<file path="config.mk">
export PLATFORM = sky130hd
export DESIGN_NAME = seg_scan_driver
export DESIGN_NICKNAME = d
export VERILOG_FILES = /design/src/rtl/seg_scan_pkg.sv /design/src/rtl/scan_timer.sv /design/src/rtl/seg_scan_driver.sv
export SDC_FILE = /design/constraint.sdc
export NUM_CORES = 1
export LEC_CHECK = 0
export BUFFER_PORTS_ARGS = -buffer_cell sky130_fd_sc_hd__buf_2
export CAP_MARGIN = 20
export CORE_AREA = 2 2 68 70
export CTS_BUF_LIST = sky130_fd_sc_hd__clkbuf_16
export DETAILED_ROUTE_END_ITERATION = 16
export DIE_AREA = 0 0 70 72
export PLACE_DENSITY = 0.68
export SYNTH_ARGS = -nofsm -noshare
export SYNTH_HDL_FRONTEND = slang
export SYNTH_SLANG_ARGS = --single-unit
</file>
<file path="constraint.sdc">
create_clock -name clk -period 2.2 [get_ports clk]
set_input_delay 0.22 -clock clk [delete_from_list [all_inputs] [get_ports clk]]
set_output_delay 0.22 -clock clk [all_outputs]
set_load 0.03 [all_outputs]
</file>
<file path="src/rtl/seg_scan_pkg.sv">
`timescale 1ns/1ps
`default_nettype none
// +--------------------------------------------------------------------+
// | seg_scan_pkg : shared types, constants and helpers for the scanner |
// | Revision     : 1.0                                                 |
// +--------------------------------------------------------------------+
package seg_scan_pkg;

  typedef enum logic [1:0] {
    ST_IDLE  = 2'd0,
    ST_BLANK = 2'd1,
    ST_SHOW  = 2'd2
  } scan_state_t;

  localparam logic [6:0] SEG_OFF_HI = 7'h00;
  localparam logic [6:0] SEG_OFF_LO = 7'h7F;
  localparam int         MAX_DIGITS = 9;
  localparam int         SEL_W      = 4;

  function automatic int cnt_width(input int dwell, input int blank);
    int m;
    m = (dwell > blank) ? dwell : blank;
    return (m < 2) ? 1 : $clog2(m);
  endfunction

  function automatic logic [MAX_DIGITS-1:0] digit_onehot(input logic [SEL_W-1:0] idx);
    logic [MAX_DIGITS-1:0] oh;
    oh = '0;
    for (int i = 0; i < MAX_DIGITS; i++) begin
      if (idx == SEL_W'(i)) oh[i] = 1'b1;
    end
    return oh;
  endfunction

endpackage
`default_nettype wire

</file>
<file path="src/rtl/scan_timer.sv">
`timescale 1ns/1ps
`default_nettype none
// +--------------------------------------------------------------------+
// | scan_timer : loadable down-counter with terminal-count flag        |
// | Revision   : 1.0                                                   |
// +--------------------------------------------------------------------+
module scan_timer #(
  parameter int WIDTH = 4
) (
  input  logic             clk,
  input  logic             rst,
  input  logic             i_load,
  input  logic [WIDTH-1:0] i_load_val,
  input  logic             i_dec,
  output logic             o_tc
);

  logic [WIDTH-1:0] r_count;

  // Load wins over decrement; the counter parks at zero.
  always_ff @(posedge clk or posedge rst) begin
    if (rst) begin
      r_count <= '0;
    end else if (i_load) begin
      r_count <= i_load_val;
    end else if (i_dec && (r_count != '0)) begin
      r_count <= r_count - 1'b1;
    end
  end

  assign o_tc = (r_count == '0);

endmodule
`default_nettype wire

</file>
<file path="src/rtl/seg_scan_driver.sv">
`timescale 1ns/1ps
`default_nettype none
// +--------------------------------------------------------------------+
// | seg_scan_driver : blanked, time-multiplexed 7-seg digit scanner    |
// | Revision        : 1.0                                              |
// +--------------------------------------------------------------------+
module seg_scan_driver
  import seg_scan_pkg::*;
#(
  parameter int DIGITS         = 9,
  parameter int DWELL          = 1000,
  parameter int BLANK          = 16,
  parameter bit SEG_ACTIVE_LOW = 1'b1
) (
  input  logic                  clk,
  input  logic                  reset,
  input  logic                  run,
  input  logic [6:0]            seg_in,
  output logic [SEL_W-1:0]      sel,
  output logic                  mux_en,
  output logic [6:0]            seg_out,
  output logic [MAX_DIGITS-1:0] digit_en,
  output logic                  frame_done
);

  localparam int               CNT_W      = cnt_width(DWELL, BLANK);
  localparam logic [6:0]       C_SEG_OFF  = SEG_ACTIVE_LOW ? SEG_OFF_LO : SEG_OFF_HI;
  localparam logic [SEL_W-1:0] C_LAST_IDX = SEL_W'(DIGITS - 1);
  localparam logic [CNT_W-1:0] C_BLANK_LD = CNT_W'(BLANK - 1);
  localparam logic [CNT_W-1:0] C_DWELL_LD = CNT_W'(DWELL - 1);

  scan_state_t           r_state, w_state_nxt;
  logic [SEL_W-1:0]      r_idx, w_idx_nxt;
  logic [SEL_W-1:0]      r_sel, w_sel_nxt;
  logic                  r_mux_en, w_mux_en_nxt;
  logic [6:0]            r_seg, w_seg_nxt;
  logic [MAX_DIGITS-1:0] r_digit, w_digit_nxt;
  logic                  r_frame, w_frame_nxt;

  logic                  w_tmr_load;
  logic [CNT_W-1:0]      w_tmr_val;
  logic                  w_tmr_dec;
  logic                  w_tc;
  logic [6:0]            w_seg_lit;
  logic                  w_wrap;
  logic [SEL_W-1:0]      w_idx_adv;

  scan_timer #(
    .WIDTH (CNT_W)
  ) u_timer (
    .clk        (clk),
    .rst        (reset),
    .i_load     (w_tmr_load),
    .i_load_val (w_tmr_val),
    .i_dec      (w_tmr_dec),
    .o_tc       (w_tc)
  );

  generate
    if (SEG_ACTIVE_LOW) begin : g_seg_low
      assign w_seg_lit = ~seg_in;
    end else begin : g_seg_high
      assign w_seg_lit = seg_in;
    end
  endgenerate

  assign w_wrap    = (r_idx == C_LAST_IDX);
  assign w_idx_adv = w_wrap ? '0 : r_idx + 1'b1;

  always_comb begin
    w_state_nxt  = r_state;
    w_idx_nxt    = r_idx;
    w_sel_nxt    = r_sel;
    w_mux_en_nxt = r_mux_en;
    w_seg_nxt    = r_seg;
    w_digit_nxt  = r_digit;
    w_frame_nxt  = 1'b0;
    w_tmr_load   = 1'b0;
    w_tmr_val    = C_BLANK_LD;
    w_tmr_dec    = 1'b0;

    case (r_state)
      ST_IDLE: begin
        w_idx_nxt    = '0;
        w_sel_nxt    = '0;
        w_mux_en_nxt = 1'b0;
        w_seg_nxt    = C_SEG_OFF;
        w_digit_nxt  = '0;
        if (run) begin
          w_state_nxt  = ST_BLANK;
          w_mux_en_nxt = 1'b1;
          w_tmr_load   = 1'b1;
        end
      end

      ST_BLANK: begin
        if (!run) begin
          w_state_nxt  = ST_IDLE;
          w_idx_nxt    = '0;
          w_sel_nxt    = '0;
          w_mux_en_nxt = 1'b0;
        end else if (w_tc) begin
          // r_seg doubles as the pattern latch: seg_in is captured here only.
          w_state_nxt = ST_SHOW;
          w_seg_nxt   = w_seg_lit;
          w_digit_nxt = digit_onehot(r_idx);
          w_tmr_load  = 1'b1;
          w_tmr_val   = C_DWELL_LD;
        end else begin
          w_tmr_dec = 1'b1;
        end
      end

      ST_SHOW: begin
        if (w_tc) begin
          w_idx_nxt   = w_idx_adv;
          w_frame_nxt = w_wrap;
          w_seg_nxt   = C_SEG_OFF;
          w_digit_nxt = '0;
          if (run) begin
            w_state_nxt = ST_BLANK;
            w_sel_nxt   = w_idx_adv;
            w_tmr_load  = 1'b1;
          end else begin
            w_state_nxt  = ST_IDLE;
            w_idx_nxt    = '0;
            w_sel_nxt    = '0;
            w_mux_en_nxt = 1'b0;
          end
        end else begin
          w_tmr_dec = 1'b1;
        end
      end

      default: begin
        w_state_nxt = ST_IDLE;
      end
    endcase
  end

  always_ff @(posedge clk or posedge reset) begin
    if (reset) begin
      r_state  <= ST_IDLE;
      r_idx    <= '0;
      r_sel    <= '0;
      r_mux_en <= 1'b0;
      r_seg    <= C_SEG_OFF;
      r_digit  <= '0;
      r_frame  <= 1'b0;
    end else begin
      r_state  <= w_state_nxt;
      r_idx    <= w_idx_nxt;
      r_sel    <= w_sel_nxt;
      r_mux_en <= w_mux_en_nxt;
      r_seg    <= w_seg_nxt;
      r_digit  <= w_digit_nxt;
      r_frame  <= w_frame_nxt;
    end
  end

  assign sel        = r_sel;
  assign mux_en     = r_mux_en;
  assign seg_out    = r_seg;
  assign digit_en   = r_digit;
  assign frame_done = r_frame;

endmodule
`default_nettype wire

</file>
==> results_dict.tcl <==
set metrics [dict create \
    outcome "finished clean" \
    drive_above_1_share 0.318 \
    slew_headroom 0.701 \
    total_power_mw 2.81 \
    powerDensity_nw_per_um2 1180 \
    syn_nets 205 \
    pre_cts_ws_ps 71.9 \
    coreArea_um2 4260 \
    synth.cell_area_um2 1870 \
    period_minus_slack_ps 2110 \
    yosys_warnings 0 \
    grt_pass1_wl_mm 7.16 \
    worst_pin_slew_ps 446 \
    ys_seq_elements 34 \
    initial_core_util 0.439 \
    ir_drop_v 0.000751 \
    rsz0062_at_grt "yes" \
    routed_via_density 5.40 \
    track_usage 0.180 \
    cts-root-buf "clkbuf_16" \
    cts_tree "done" \
    die_y_um 72 \
    syn_inst 185 \
    final_area_um2 2380 \
    clock_skew_ps 5.10 \
    start_kind "flop" \
    synth_ff_type "dfrtp_1" \
    hpwl_mm 2.75 \
    fp-row-count 24 \
    htree_num_levels 2 \
    worstPathRequired_ps 2390 \
    cts_buffer_depth 2 \
    num_vias 1539 \
    synth_edf_count 0 \
    end_kind "flop" \
    clk_latency_ps 280 \
    die_area_um2 5040 \
    ys_seq_area_frac 0.460 \
    critical_path_class "flop to flop" \
    hold_violations 0 \
    rr_worst_depth 7 \
    drt_pass1_iterations 4 \
    min_path_type "primary input to async pin" \
    grt_antenna_before_repair 0 \
    finalWorstSetupSlack_ps 91.7 \
    drt-initial-drc-count 58 \
    finalMaxSlewViolations 0 \
    port_buffers 31 \
    synthArstFlopShare 1.00 \
    n_antenna_cell 0 \
    syn_avg_cell_area_um2 10.1 \
    dpl_cell_area_um2 2160 \
    pin_count 32 \
    worst_hold_slack_ps 24.2 \
    drc 0 \
    fillCellCount 374 \
    final_nets 252 \
    finalSetupViolations 0 \
    path_clk_slew_ps 60 \
    cts-buffers-inserted 5 \
    grt_pass1_vias 1534 \
    fp.dieW_um 70 \
    wirelength_mm 4.00 \
    ant_nets 0 \
    synth_cell_types 45 \
    maxCapViolCount 0 \
    grt_max_degree 35 \
    areaGrowthSynthToFinish_pct 27.5 \
    finalCritPeriodShare 0.958 \
    overflow 0 \
    cp_max_fo 6 \
    fmax_mhz 474 \
    p_leak_nw 1.12 \
    cp_data_arrival_time_ps 2300 \
    post_drt_wl_per_cell_um 14.0 \
    gp_congestion 0.832 \
    cts.sink_count 34 \
]
report_power, final:
| group | switching (mW) | internal, mW | leakage, nW |
|---|---|---|---|
| clock network | 0.268 | 0.650 | 0.0940 |
| logic | 0.636 | 0.480 | 0.604 |
| registers | 0.0520 | 0.723 | 0.427 |
layout make-up:
type                            count  area [um2]  share of cell area
Sequential cell                    34         860               0.360
Clock inverter                      3        68.8              0.0289
Timing Repair Buffer               46         280               0.118
Clock buffer                        5         125              0.0525
Inverter                           15        56.3              0.0236
Multi-Input combinational cell    130         930               0.390
Tap cell                           52        65.1              0.0273
cells in the mapped netlist (3+ instances only):
| master | number | area share |
|---|---|---|
| dfrtp_1 | 27 | 0.36 |
| nand2_1 | 19 | 0.038 |
| inv_1 | 15 | 0.030 |
| nor2_1 | 15 | 0.030 |
| ha_1 | 10 | 0.067 |
| nor3_1 | 9 | 0.024 |
| o21ai_1 | 9 | 0.024 |
| a21oi_1 | 8 | 0.021 |
| dfstp_2 | 7 | 0.098 |
| mux2_2 | 6 | 0.036 |
| mux2_1 | 5 | 0.030 |
| a2bb2oi_1 | 4 | 0.019 |
| clkbuf_1 | 4 | 0.0080 |
| nand2b_1 | 3 | 0.010 |
| nor4_1 | 3 | 0.010 |
| o22ai_1 | 3 | 0.010 |
kinds of logic (layout without fill, tap and decap cells):
logic type      Yosys count  after routing  share of synthesized area
flops                    34             34                      0.460
simple gates             67             67                      0.203
mux                      11             11                     0.0662
fa+ha+maj                10             10                     0.0669
buf+inv                  21             69                     0.0482
xor+xnor                  3              3                     0.0140
compound gates           39             39                      0.142
sequential cells by signal, indices dropped and copies added, names as in the netlist:
register         count
digit_en             9
sel                  4
frame_done           1
seg_out              7
u_timer.r_count     10
mux_en               1
r_state              2
routing by layer:
layer  wire (um)  GRT usage  vias up
met5           0          0        -
met4          74     0.0855        0
met3         191     0.0486        6
met2        1820      0.275       36
met1        1910      0.241      739
li1            -          -      758
critical path, stage by stage, from the launching register on:
cell	delay, ps
dfrtp_1	390
inv_1	80
ha_1	140
nor4b_4	330
nand3_4	160
a221o_1	430
or2_1	290
o31ai_2	190
path summary, 6_finish.rpt:
kind                                     from            endpoint  slack [ps]
max                        u_timer.r_count[0]              sel[3]          90
min                                     reset  u_timer.r_count[5]          20
max reg2reg                u_timer.r_count[0]              sel[3]          90
min reg2reg                       digit_en[0]         digit_en[0]         480
max in group asynchronous               reset          seg_out[1]        1840
min in group clk                    seg_in[1]          seg_out[1]          70
what timing repair did:
action                                  4_1_cts  5_1_grt
buffers inserted                              0        1
hold buffers                                  0        0
gates resized for setup                       0        1
endpoints found under the setup margin        0       22
per-stage QoR:
| stage | setup TNS [ps] | std cells | util |
|---|---|---|---|
| finish | 0 | 285 | 0.559 |
| global route | -209 | 285 | 0.559 |
| CTS | 0 | 284 | 0.553 |
| detailed placement | 0 | 276 | 0.507 |
| global placement | 0 | 276 | 0.507 |
| floorplan | 0 | 185 | - |
cell usage in the layout, fill, tap and decap left out, types with 3 or more instances in the layout:
cell and n:
buf_2 31, o22ai_1 3, mux2_2 6, nor3_1 9, nand2_1 19, nor4_1 3, dfstp_2 7, ha_1 10
nor2_1 15, buf_4 14, mux2_1 5, nand2b_1 3, o21ai_1 9, a21oi_1 8, dfrtp_1 27, a2bb2oi_1 4
clkbuf_16 5, inv_1 15
Power figures use the tool's default switching activity.
